**config.mk**
```make
export PLATFORM = sky130hd
export DESIGN_NAME = fetch_sequencer_flat
export DESIGN_NICKNAME = d
export VERILOG_FILES = /design/src/rtl/fetch_sequencer_pkg.sv /design/src/rtl/fetch_sequencer_if.sv /design/src/rtl/fetch_sequencer_next_pc_sel.sv /design/src/rtl/fetch_sequencer.sv /design/src/flat_wrapper.sv
export SDC_FILE = /design/constraint.sdc
export NUM_CORES = 1
export LEC_CHECK = 0
export CORE_ASPECT_RATIO = 0.8
export CORE_UTILIZATION = 47
export CTS_CLUSTER_SIZE = 25
export DETAILED_ROUTE_END_ITERATION = 12
export PLACE_DENSITY = 0.85
export RECOVER_POWER = 25
export SETUP_SLACK_MARGIN = 0.1
export SKIP_LAST_GASP = 1
export SLEW_MARGIN = 20
export SYNTH_ARGS = -nofsm -noshare
export SYNTH_HDL_FRONTEND = slang
export SYNTH_SLANG_ARGS = --single-unit
```
**constraint.sdc**
```tcl
create_clock -name clk -period 5.9 [get_ports clk]
set_clock_uncertainty 0.05 [all_clocks]
set_input_delay 1.18 -clock clk [delete_from_list [all_inputs] [get_ports clk]]
set_output_delay 1.18 -clock clk [all_outputs]
set_load 0.005 [all_outputs]
```
**src/rtl/fetch_sequencer_pkg.sv**
```systemverilog
// Shared definitions for the fetch sequencer and the opcode decoder.
package fetch_sequencer_pkg;

  localparam logic [5:0] OP_RTYPE = 6'b000000;
  localparam logic [5:0] OP_ADDI  = 6'b001000;
  localparam logic [5:0] OP_SUBI  = 6'b001001;
  localparam logic [5:0] OP_LWI   = 6'b001010;
  localparam logic [5:0] OP_BEQ   = 6'b000100;
  localparam logic [5:0] OP_BNE   = 6'b000001;
  localparam logic [5:0] OP_BLT   = 6'b000011;
  localparam logic [5:0] OP_BGE   = 6'b000101;
  localparam logic [5:0] OP_J     = 6'b000010;
  localparam logic [5:0] OP_LW    = 6'b100011;
  localparam logic [5:0] OP_SW    = 6'b101011;
  localparam logic [5:0] OP_NOP   = 6'b111111;

  localparam logic [31:0] NOP_INSTR = 32'hFC000000;

  typedef enum logic [1:0] {
    IDLE  = 2'd0,
    FETCH = 2'd1,
    ISSUE = 2'd2
  } state_t;

endpackage

```
**src/rtl/fetch_sequencer_if.sv**
```systemverilog
// Instruction-memory request/acknowledge bus.
interface fetch_sequencer_if #(
  parameter int unsigned PC_W    = 8,
  parameter int unsigned INSTR_W = 32
);
  logic               imem_req;
  logic [PC_W-1:0]    imem_addr;
  logic               imem_ack;
  logic [INSTR_W-1:0] imem_rdata;

  modport master (output imem_req, output imem_addr, input imem_ack, input imem_rdata);
  modport slave  (input imem_req, input imem_addr, output imem_ack, output imem_rdata);
endinterface

```
**src/rtl/fetch_sequencer_next_pc_sel.sv**
```systemverilog
// Next-PC selection: jump target, taken-branch offset or sequential increment.
module next_pc_sel #(
  parameter int unsigned PC_W = 8
) (
  input  logic [PC_W-1:0] pc,
  input  logic [PC_W-1:0] imm,
  input  logic            jump,
  input  logic            branch,
  input  logic            branch_flip,
  input  logic            alu_zero,
  output logic            taken,
  output logic [PC_W-1:0] next_pc
);

  logic [PC_W-1:0] pc_inc;

  // Branch resolution and PC priority mux; jump overrides any branch.
  always_comb begin
    pc_inc  = pc + PC_W'(1);
    taken   = branch & (alu_zero ^ branch_flip);
    next_pc = pc_inc;
    if (jump) begin
      next_pc = imm;
    end else if (taken) begin
      next_pc = pc_inc + imm;
    end
  end

endmodule

```
**src/rtl/fetch_sequencer.sv**
```systemverilog
// Fetch sequencer: holds the PC, fetches instruction words and issues them to decode.
module fetch_sequencer
  import fetch_sequencer_pkg::*;
#(
  parameter int unsigned     PC_W     = 8,
  parameter int unsigned     INSTR_W  = 32,
  parameter logic [PC_W-1:0] RESET_PC = '0
) (
  input  logic               clk,
  input  logic               rst,
  input  logic               run,
  fetch_sequencer_if.master  imem,
  output logic [INSTR_W-1:0] instr,
  output logic [5:0]         opcode,
  output logic               instr_valid,
  input  logic               stall,
  input  logic               jump,
  input  logic               branch,
  input  logic               branch_flip,
  input  logic               alu_zero,
  output logic [PC_W-1:0]    pc,
  output logic               redirect,
  output logic [15:0]        retired
);

  state_t          state, state_next;
  logic            req;
  logic            fetch_done;
  logic            retire;
  logic            taken;
  logic [PC_W-1:0] next_pc;

  next_pc_sel #(
    .PC_W(PC_W)
  ) u_next_pc_sel (
    .pc         (pc),
    .imm        (instr[PC_W-1:0]),
    .jump       (jump),
    .branch     (branch),
    .branch_flip(branch_flip),
    .alu_zero   (alu_zero),
    .taken      (taken),
    .next_pc    (next_pc)
  );

  assign imem.imem_req  = req;
  assign imem.imem_addr = pc;
  assign opcode         = instr_valid ? instr[INSTR_W-1 -: 6] : OP_NOP;

  // FSM state register.
  always_ff @(posedge clk or posedge rst) begin
    if (rst) begin
      state <= IDLE;
    end else begin
      state <= state_next;
    end
  end

  // Next-state decode plus request/issue strobes.
  always_comb begin
    state_next  = state;
    req         = 1'b0;
    instr_valid = 1'b0;
    fetch_done  = 1'b0;
    retire      = 1'b0;
    case (state)
      IDLE: begin
        if (run) state_next = FETCH;
      end
      FETCH: begin
        req = 1'b1;
        if (imem.imem_ack) begin
          fetch_done = 1'b1;
          state_next = ISSUE;
        end
      end
      ISSUE: begin
        instr_valid = 1'b1;
        if (!stall) begin
          retire     = 1'b1;
          state_next = run ? FETCH : IDLE;
        end
      end
      default: state_next = IDLE;
    endcase
  end

  // Instruction capture, PC update, redirect pulse and retire counter.
  always_ff @(posedge clk or posedge rst) begin
    if (rst) begin
      pc       <= RESET_PC;
      instr    <= INSTR_W'(NOP_INSTR);
      redirect <= 1'b0;
      retired  <= '0;
    end else begin
      redirect <= retire & (jump | taken);
      if (fetch_done) begin
        instr <= imem.imem_rdata;
      end
      if (retire) begin
        pc      <= next_pc;
        retired <= retired + 16'd1;
      end
    end
  end

endmodule

```
**src/flat_wrapper.sv**
```systemverilog
// flat-port wrapper written by rule: the top's interface ports become plain ports
module fetch_sequencer_flat import fetch_sequencer_pkg::*;
#(
  parameter int unsigned     PC_W     = 8,
  parameter int unsigned     INSTR_W  = 32,
  parameter logic [PC_W-1:0] RESET_PC = '0
)
  (clk, rst, run, instr, opcode, instr_valid, stall, jump, branch, branch_flip, alu_zero, pc, redirect, retired, imem_imem_req, imem_imem_addr, imem_imem_ack, imem_imem_rdata);
  fetch_sequencer_if #(.PC_W(PC_W), .INSTR_W(INSTR_W)) imem_i ();
  input  logic clk;
  input  logic rst;
  input  logic run;
  output logic [INSTR_W-1:0] instr;
  output logic [5:0] opcode;
  output logic instr_valid;
  input  logic stall;
  input  logic jump;
  input  logic branch;
  input  logic branch_flip;
  input  logic alu_zero;
  output logic [PC_W-1:0] pc;
  output logic redirect;
  output logic [15:0] retired;
  output wire logic [$bits(imem_i.imem_req)-1:0] imem_imem_req;
  output wire logic [$bits(imem_i.imem_addr)-1:0] imem_imem_addr;
  input wire logic [$bits(imem_i.imem_ack)-1:0] imem_imem_ack;
  input wire logic [$bits(imem_i.imem_rdata)-1:0] imem_imem_rdata;
  assign imem_imem_req = imem_i.imem_req;
  assign imem_imem_addr = imem_i.imem_addr;
  assign imem_i.imem_ack = imem_imem_ack;
  assign imem_i.imem_rdata = imem_imem_rdata;
  fetch_sequencer #(.PC_W(PC_W), .INSTR_W(INSTR_W), .RESET_PC(RESET_PC)) u_core (.clk(clk), .rst(rst), .run(run), .imem(imem_i), .instr(instr), .opcode(opcode), .instr_valid(instr_valid), .stall(stall), .jump(jump), .branch(branch), .branch_flip(branch_flip), .alu_zero(alu_zero), .pc(pc), .redirect(redirect), .retired(retired));
endmodule
```
==> flow_summary.yaml, run 1 <==
timing:
  min_period_over_period_pct: 54.8
  slew_viol_final: 34
  relSlewSlack_pct: -16.4
  timing.setup.tns_ns: 0
  setup_viol: 0
  tightest_slew_ns: 1.75
  max_freq_ghz: 0.309
  timing.final.crit_period_ns: 3.24
  rsz0062_at_grt: "no"
  hold_viol: 0
critical_path:
  worst_r2r_path_depth: 12
  crit_buf_inv: 1
  end_kind: "primary output"
  r2r_start: "u_core.imem.imem_addr[0]"
  r2r_setup_slack_ns: 2.69
  worstPathArrival_ns: 2.01
  crit_chain: "nor2b_1 > clkdlybuf4s50_1"
  crit_path_max_fanout: 11
  max_stage_delay_ns: 0.64
  start_kind: "flop"
  critPathSlowestCell: "nor2b_1"
  cp_data_required_time_ns: 4.67
  cpLargestDelayFamily: "simple AND/OR/NAND/NOR gates"
  r2r_end: "u_core.imem.imem_addr[7]"
  critPathKind: "flop to primary output"
clock_network:
  post_cts.repair.setup_buffers: 0
  cts_buffer_depth: 2
  ctsHoldBuffers: 0
  cts.sinks: 59
  worstSkewPairLatency_ns: 0.33
  htreeDepth: 3
  clkTransAtPathRegs_ns: 0.07
  cts_buffers: 9
  ctsResizeCount: 0
  cts_tree: "built"
  cts_root_buffer: "clkbuf_8"
synthesis:
  syn_area_per_cell_um2: 11.3
  synth_edf_count: 0
  synthArstFlopShare_pct: 100
  yosysWarnings: 0
  syn_nets: 314
  yosysSeqAreaShare_pct: 50.1
  synth_flop_cell: "dfrtp_1"
  ys_ff_latch: 59
  syn_inst: 262
  synth_cell_type_count: 38
  synthesis.area_um2: 2960
die:
  fp.dieArea_um2: 6620
  row_count: 25
  initial_utilization_pct: 49.3
  pin_count: 114
  die_w_um: 90.8
  core_area_um2: 6010
  fp.dieH_um: 73
layout:
  mostFrequentLayoutCell: "clkdlybuf4s50_1"
  drive_above_1_share_pct: 16.4
  final_cell_mix: "clkdlybuf4s50_1 (111), dfrtp_1 (53), mux2_2 (34)"
  antenna_cells: 0
  nets: 425
  area_growth_pct: 46.4
grt:
  grt_usage_pct: 22.3
  grt_first_pass_wirelength_um: 11300
  grt_pass1_vias: 2319
  gr-total-overflow: 0
  grt_max_degree: 60
  grt_antenna_before_repair: 0
detailed_routing:
  dr.pass1.iters: 4
  vias: 2344
  vias_per_cell: 5.11
  postRouteWirelength_um: 7030
  drt_iter0_markers: 146
  wl_per_cell_um: 15.3
  ant_nets: 0
  drc: 0
worst_hold_path:
  hp-class: "flop to flop"
  whs_path_depth: 1
  hold_end: "u_core.retired[15]"
  hp-start: "u_core.retired[15]"
place:
  hpwl_um: 5100
  place.port_buffers: 113
  place_congestion: 0.879
pwr:
  ir_drop_v: 0.000294
  leakagePower_nw: 1.88
  power_density_nw_per_um2: 502
  finalPower_mw: 2.17
job:
  max_cap_viol_count: 1
status:
  status: "finished with violations"
  violations: "capacitance limit, slew limit"
area by class of cell:
class | count | area, um2
Tap cell | 81 | 101
Inverter | 7 | 26.3
Sequential cell | 59 | 1480
Timing Repair Buffer | 115 | 1140
Multi-Input combinational cell | 181 | 1360
Clock inverter | 3 | 43.8
Fill cell | 445 | 1670
Clock buffer | 13 | 179
worst max path at each step:
stage / slack [ns] / start / cells after the start / endpoint
after floorplan: 3.04 / u_core.imem.imem_addr[0] / 12 / u_core.imem.imem_addr[7]
after global placement: 2.92 / alu_zero / 8 / u_core.imem.imem_addr[7]
after detailed placement: 2.82 / u_core.imem.imem_addr[0] / 12 / u_core.imem.imem_addr[7]
after CTS: 2.66 / u_core.state[0] / 2 / instr_valid
after global routing: 2.51 / imem_imem_ack / 4 / u_core.instr[4]
final: 2.66 / u_core.state[0] / 2 / instr_valid
where the power goes:
group          switching (mW)  total (mW)  internal (mW)
combinational           0.408        1.05          0.642
clock                   0.159       0.400          0.241
sequential              0.151       0.725          0.574
through the flow:
| stage | setup slack [ns] | cell area, um2 | instances | hold WS [ns] | utilization, % |
|---|---|---|---|---|---|
| finish | 2.66 | 4340 | 459 | 0.426 | 72.2 |
| CTS | 2.66 | 4340 | 459 | 0.433 | 72.3 |
| detailed placement | 2.82 | 4120 | 443 | 0.424 | 68.5 |
| global route | 2.51 | 4340 | 459 | 0.466 | 72.2 |
| floorplan | 3.04 | 2960 | 262 | 0.400 | - |
| global placement | 2.92 | 4120 | 443 | 0.412 | 68.5 |
layer usage:
metal / GRT usage [%] / wire length, um / up-vias
met1: 29.5 / 3100 / 1127
met5: 0 / 0 / -
met4: 8.42 / 133 / 0
li1: - / - / 1110
met3: 7.08 / 559 / 15
met2: 34.4 / 3240 / 92
state kept, by name (all words and copies together), names as in the netlist:
register               count
u_core.instr              32
u_core.retired            16
u_core.imem.imem_addr      8
u_core.state               2
u_core.redirect            1
cell families (layout without fill, tap and decap cells):
kind of cell / count (synthesis) / after routing / share of synthesized area, %
adder cells (fa/ha/maj): 11 / 11 / 4.90
AO/OA/AOI/OAI: 29 / 29 / 6.42
buffers and inverters: 22 / 138 / 4.01
multiplexers: 37 / 37 / 13.9
XOR/XNOR: 26 / 26 / 7.69
AND/OR/NAND/NOR: 78 / 78 / 12.9
flip-flops: 59 / 59 / 50.1
synth_stat cells (2+ instances only):
master | instances | share of area (%)
nor3b_1 | 2 | 0.51
clkbuf_1 | 2 | 0.25
ha_1 | 10 | 4.2
nor2b_1 | 3 | 0.63
a21oi_1 | 7 | 1.2
buf_4 | 8 | 2.0
dfrtp_1 | 53 | 45
dfstp_2 | 6 | 5.3
o21ai_0 | 10 | 1.7
nor2_1 | 12 | 1.5
nand2b_1 | 9 | 1.9
inv_1 | 7 | 0.89
a21o_1 | 2 | 0.51
nor3_1 | 5 | 0.84
nand3_1 | 8 | 1.4
mux2_2 | 34 | 13
nand2_1 | 26 | 3.3
buf_2 | 5 | 0.84
and3_1 | 6 | 1.3
a211oi_1 | 2 | 0.51
a222oi_1 | 2 | 0.68
xor2_1 | 11 | 3.3
xnor2_1 | 15 | 4.4
mux2i_1 | 3 | 1.0
(Power assumes the default switching activity.)
==> run 2: changes to the inputs <==
--- a/config.mk
+++ b/config.mk
@@ -6,10 +6,10 @@
 export NUM_CORES = 1
 export LEC_CHECK = 0
 export CORE_ASPECT_RATIO = 0.8
-export CORE_UTILIZATION = 47
+export CORE_UTILIZATION = 40
 export CTS_CLUSTER_SIZE = 25
 export DETAILED_ROUTE_END_ITERATION = 12
-export PLACE_DENSITY = 0.85
+export PLACE_DENSITY = 0.77
 export RECOVER_POWER = 25
 export SETUP_SLACK_MARGIN = 0.1
 export SKIP_LAST_GASP = 1
==> constraint.sdc (replaced) <==
create_clock -name clk -period 2.6 [get_ports clk]
set_clock_uncertainty 0.05 [all_clocks]
set_input_delay 0.52 -clock clk [delete_from_list [all_inputs] [get_ports clk]]
set_output_delay 0.52 -clock clk [all_outputs]
set_load 0.005 [all_outputs]
==> run 2 against run 1 <==
Compared with the run above: the run ends with setup timing left; utilization is 7.2 points lower; hold slack worse by 0.0090 ns; via count is 2.3% higher; critical path depth is 10 higher; non-clock buffer count is 19 higher; setup slack worse by 2.7 ns; critical path type is now flop to flop; largest power group unchanged.
==> flow_summary.yaml, run 2 (synthesized netlist as in run 1, its figures left out) <==
critical_path:
  worst_r2r_path_depth: 12
  end_kind: "flop"
  worstPathArrival_ns: 2.85
  r2r_start: "u_core.imem.imem_addr[1]"
  max_stage_delay_ns: 0.39
  cp_data_required_time_ns: 2.77
  crit_path_start: "u_core.imem.imem_addr[1]"
  start_kind: "flop"
  cp_num_cells: 12
  crit_path_max_fanout: 2
  path_common_cell: "ha_4"
  cp-endpoint: "u_core.imem.imem_addr[7]"
  crit_chain: "ha_4 > nand2_1 > or2_4 > xor2_2 > inv_2 > ha_4 > a2111o_1 > o22ai_2 > mux2i_1 > xor2_1 > nor3b_1 > a211o_1"
  cpLargestDelayFamily: "compound AO/OA/AOI/OAI gates"
  crit_buf_inv: 1
  r2r_setup_slack_ns: -0.08
  critPathKind: "flop to flop"
  r2r_end: "u_core.imem.imem_addr[7]"
  critPathSlowestCell: "dfrtp_1"
timing:
  slew_viol_final: 0
  setup_ws_ns: -0.0826
  rsz0062_at_grt: "yes"
  hold_viol: 0
  relSlewSlack_pct: 31.4
  timing.final.crit_period_ns: 2.68
  min_period_over_period_pct: 103
  setup_viol: 1
  tightest_slew_ns: 1.03
  max_freq_ghz: 0.373
layout:
  final_cell_mix: "clkdlybuf4s50_1 (111), dfrtp_1 (52), mux2_2 (34)"
  drive_above_1_share_pct: 24.2
  nets: 444
  top_register: "u_core.instr"
  mostFrequentLayoutCell: "clkdlybuf4s50_1"
  largest_reg_flops: 32
  final_cell_area_um2: 4570
  antenna_cells: 0
  area_growth_pct: 54.2
detailed_routing:
  drc: 0
  dr.pass1.iters: 6
  ant_nets: 0
  vias: 2399
  postRouteWirelength_um: 7340
  vias_per_cell: 4.96
  wl_per_cell_um: 15.2
  drt_iter0_markers: 165
place:
  place_congestion: 0.904
  pre_cts_ws_ns: -0.134
  dpl-instance-area_um2: 4260
  hpwl_um: 5510
  place.port_buffers: 113
clock_network:
  cts.sinks: 59
  cts_tree: "built"
  cts_root_buffer: "clkbuf_8"
  clkTransAtPathRegs_ns: 0.07
  worstSkewPairLatency_ns: 0.33
  htreeDepth: 3
  cts_buffer_depth: 2
  cts_buffers: 9
grt:
  grt_max_degree: 33
  grt_usage_pct: 19.9
  grt_antenna_before_repair: 0
  grt_first_pass_wirelength_um: 11600
  gr-total-overflow: 0
  grt_pass1_vias: 2318
pwr:
  power_density_nw_per_um2: 1160
  p_int_mw: 3.53
  ir_drop_v: 0.000558
  finalPower_mw: 5.28
  netSwitchingPower_mw: 1.75
  sequentialPowerShare_pct: 30.2
  combinationalPowerShare_pct: 54.2
  leakagePower_nw: 1.97
  clkPwrFrac_pct: 15.6
  swShare_pct: 33.2
worst_hold_path:
  hp-class: "flop to flop"
die:
  row_count: 27
  core_area_um2: 7030
  fp.dieArea_um2: 7750
  die_w_um: 98.2
  initial_utilization_pct: 42.1
  fp.dieH_um: 79.0
  pin_count: 114
status:
  violations: "setup timing"
  status: "finished with violations"
job:
  max_cap_viol_count: 0
[run 2: what timing repair did]
item / 4_1_cts / 5_1_grt
endpoints found under the setup margin: 3 / 3
buffers inserted: 1 / 2
hold buffers: 0 / 0
gates resized for setup: 10 / 7
pin swaps: 6 / 7
[run 2: power by group through the flow]
stage	logic, mW	registers (mW)	clock network (mW)
final	2.86	1.59	0.825
after global routing	3.11	1.64	0.898
after CTS	2.73	1.58	0.848
after detailed placement	2.61	1.58	0
after global placement	2.55	1.57	0
after floorplan	1.28	1.61	0
[run 2: how the worst min path moves through the flow]
stage	slack [ns]	depth (start not counted)	endpoint	startpoint
after floorplan	0.40	1	u_core.state[0]	u_core.state[0]
after global placement	0.41	1	u_core.retired[15]	u_core.retired[15]
after detailed placement	0.42	1	u_core.retired[15]	u_core.retired[15]
after CTS	0.42	1	u_core.retired[15]	u_core.retired[15]
after global routing	0.43	1	u_core.retired[15]	u_core.retired[15]
final	0.42	1	u_core.retired[15]	u_core.retired[15]
[run 2: stage by stage]
step	std cells	utilization [%]	setup TNS (ns)	hold WS, ns
finish	484	65.0	-0.0826	0.417
global route	484	65.0	-0.191	0.434
CTS	482	64.1	-0.0633	0.425
detailed placement	465	60.7	-0.134	0.416
global placement	465	60.7	-0.0552	0.408
floorplan	262	-	-0.122	0.400
[run 2: worst reg2reg max path, stage by stage (launching register included)]
cell      delay, ns
dfrtp_1        0.39
ha_4           0.15
nand2_1        0.06
or2_4          0.24
xor2_2         0.16
inv_2          0.07
ha_4           0.24
a2111o_1       0.37
o22ai_2        0.11
mux2i_1        0.23
xor2_1         0.21
nor3b_1        0.08
a211o_1        0.23
[run 2: layout make-up]
class | count | area [um2]
tap | 87 | 109
timing repair buffer | 134 | 1280
clock buffer | 11 | 141
inverter | 7 | 26.3
fill | 552 | 2460
clock inverter | 5 | 52.6
multi-input combinational | 181 | 1470
sequential | 59 | 1490
[run 2: per-layer routing]
layer | GRT usage (%) | routed length [um] | vias to the layer above
li1 | - | - | 1144
met1 | 26.6 | 3230 | 1159
met2 | 29.6 | 3400 | 86
met3 | 6.69 | 598 | 10
met4 | 8.06 | 108 | 0
met5 | 0 | 0 | -
==> run 3: changes to the inputs <==
--- a/config.mk
+++ b/config.mk
@@ -16,4 +16,5 @@
 export SLEW_MARGIN = 20
 export SYNTH_ARGS = -nofsm -noshare
 export SYNTH_HDL_FRONTEND = slang
+export SYNTH_HIERARCHICAL = 1
 export SYNTH_SLANG_ARGS = --single-unit
==> run 3 against run 2 <==
Compared with the run above: the run now ends clean; flip-flop and latch count did not move; power rose by 7.0%; die area up 1.9%; fmax up 4.3%; largest power group unchanged.
==> flow_summary.yaml, run 3 <==
die:
  core_area_um2: 7090
  die_w_um: 99.1
  row_count: 27
  initial_utilization_pct: 42.6
  fp.dieH_um: 79.7
  pin_count: 114
  fp.dieArea_um2: 7900
critical_path:
  crit_chain: "ha_4 > nand2_2 > nor2_2 > xnor2_2 > ha_1 > a21o_1 > a31o_1 > a21oi_2 > nand4_1 > o221a_1 > o22a_1 > mux2_2"
  start_kind: "flop"
  r2r_start: "u_core/imem.imem_addr[0]"
  crit_buf_inv: 0
  cpLargestDelayFamily: "compound AO/OA/AOI/OAI gates"
  end_kind: "flop"
  cp_data_required_time_ns: 2.77
  critPathKind: "flop to flop"
  max_stage_delay_ns: 0.44
  critPathSlowestCell: "dfrtp_2"
  worstPathArrival_ns: 2.74
  crit_path_max_fanout: 4
  r2r_setup_slack_ns: 0.03
  worst_r2r_path_depth: 12
  r2r_end: "u_core/imem.imem_addr[7]"
detailed_routing:
  wl_met1_um: 3080
  drt_iter0_markers: 76
  top_layer: "met4"
  vias_per_cell: 4.99
  wl_met3_um: 466
  drc: 0
  wl_per_cell_um: 15.2
  ant_nets: 0
  wl_met2_um: 3690
  dr.pass1.iters: 4
  postRouteWirelength_um: 7300
  vias: 2401
synthesis:
  synth_area_leaders: "dfrtp_1 (44%), mux2_2 (17%), dfstp_2 (5.2%), xnor2_1 (4.4%), ha_1 (4.1%)"
  synth_top_area_share_pct: 43.9
  yosysWarnings: 6
  yosysSeqAreaShare_pct: 49.2
  synth_edf_count: 0
  syn_inst: 257
  syn_nets: 309
  synth_cell_type_count: 40
  synthArstFlopShare_pct: 100
  synthesis.area_um2: 3020
  syn_area_per_cell_um2: 11.7
  synth_top_area_cell: "dfrtp_1"
  synth_flop_cell: "dfrtp_1"
  yosys-top-cells-count: "dfrtp_1 (53), mux2_2 (46), nand2_1 (20), nor2_1 (17), xnor2_1 (15)"
  yosysMostFrequentCell: "dfrtp_1"
  ys_ff_latch: 59
worst_hold_path:
  hp-start: "u_core/retired[15]"
  hp-class: "flop to flop"
  hold_end: "u_core/retired[15]"
  whs_path_depth: 1
layout:
  final_core_util_pct: 65.9
  final_cell_mix: "clkdlybuf4s50_1 (111), dfrtp_1 (49), mux2_2 (46)"
  stdcell_count: 481
  largest_reg_flops: 32
  nets: 441
  top_register: "u_core/instr"
  drive_above_1_share_pct: 30.5
  area_growth_pct: 54.8
  mostFrequentLayoutCell: "clkdlybuf4s50_1"
  antenna_cells: 0
place:
  pre_cts_ws_ns: -0.0597
  place.port_buffers: 113
  place_congestion: 0.857
  placedCellCount: 454
  hpwl_um: 5130
grt:
  grt_antenna_before_repair: 0
  grt_pass1_vias: 2441
  grt_max_degree: 34
  grt_usage_pct: 19.6
  grt_first_pass_wirelength_um: 11900
  gr-total-overflow: 0
clock_network:
  clkTransAtPathRegs_ns: 0.06
  cts.sinks: 59
  htreeDepth: 3
  cts_root_buffer: "clkbuf_8"
  ctsHoldBuffers: 0
  worstSkewPairLatency_ns: 0.33
  cts_buffer_depth: 2
  cts_buffers: 9
  cts_tree: "built"
pwr:
  leakagePower_nw: 1.97
  power_density_nw_per_um2: 1210
  ir_drop_v: 0.000551
timing:
  hold_viol: 0
  slew_viol_final: 0
  max_freq_ghz: 0.389
  tightest_slew_ns: 1.08
  whs_ns: 0.419
  min_period_over_period_pct: 98.9
  setup_ws_ns: 0.0288
  rsz0062_at_grt: "yes"
  timing.final.crit_period_ns: 2.57
  relSlewSlack_pct: 27.7
  setup_viol: 0
status:
  status: "finished clean"
job:
  max_cap_viol_count: 0
-- run 3: cells by family after synthesis --
group,share of synthesized area (%)
AO/OA/AOI/OAI,4.77
buffers and inverters,3.81
AND/OR/NAND/NOR,11.9
adder cells (fa/ha/maj),4.81
flip-flops,49.2
multiplexers,17.5
XOR/XNOR,8.12
-- run 3: area by class of cell --
| type | instances | area (um2) |
|---|---|---|
| flip-flops and latches | 59 | 1490 |
| well taps | 87 | 109 |
| repair buffers | 136 | 1320 |
| inverters | 7 | 26.3 |
| clock buffers | 14 | 153 |
| clock inverters | 2 | 12.5 |
| fillers | 569 | 2420 |
| multi-input cells | 176 | 1570 |
-- run 3: worst max path at each step --
stage / start / endpoint / slack (ns) / cells after the start
2_1_floorplan: u_core/imem.imem_addr[1] / u_core/imem.imem_addr[7] / 0.007 / 11
3_3_place_gp: u_core/imem.imem_addr[0] / u_core/imem.imem_addr[7] / 0.04 / 12
3_5_place_dp: u_core/imem.imem_addr[0] / u_core/imem.imem_addr[7] / -0.06 / 12
4_1_cts: u_core/imem.imem_addr[3] / u_core/imem.imem_addr[7] / 0.07 / 11
5_1_grt: u_core/imem.imem_addr[0] / u_core/imem.imem_addr[7] / -0.08 / 12
6_report: u_core/imem.imem_addr[0] / u_core/imem.imem_addr[7] / 0.03 / 12
-- run 3: stage by stage --
stage,power (mW),setup TNS (ns),instance area [um2]
floorplan,3.12,0,3030
global placement,4.34,0,4290
detailed placement,4.44,-0.0867,4290
CTS,5.37,0,4540
global route,6.05,-0.0762,4670
finish,5.65,0,4670
-- run 3: report_power, final --
| group | leakage (nW) | switching [mW] | internal (mW) |
|---|---|---|---|
| Combinational | 1.18 | 1.19 | 2.05 |
| Sequential | 0.714 | 0.370 | 1.32 |
| Clock | 0.0807 | 0.339 | 0.372 |
-- run 3: repair_timing --
item | CTS | global route
cloned | 0 | 0
setup buffers | 4 | 7
pin swaps | 12 | 9
resized for setup | 12 | 14
hold endpoints to repair | 0 | 0
endpoints found under the setup margin | 4 | 9
-- run 3: metal layers --
layer	global-route usage, %	vias to the layer above
met5	0	-
met4	5.59	0
met3	6.48	9
met2	33.2	76
met1	24.0	1179
li1	-	1137
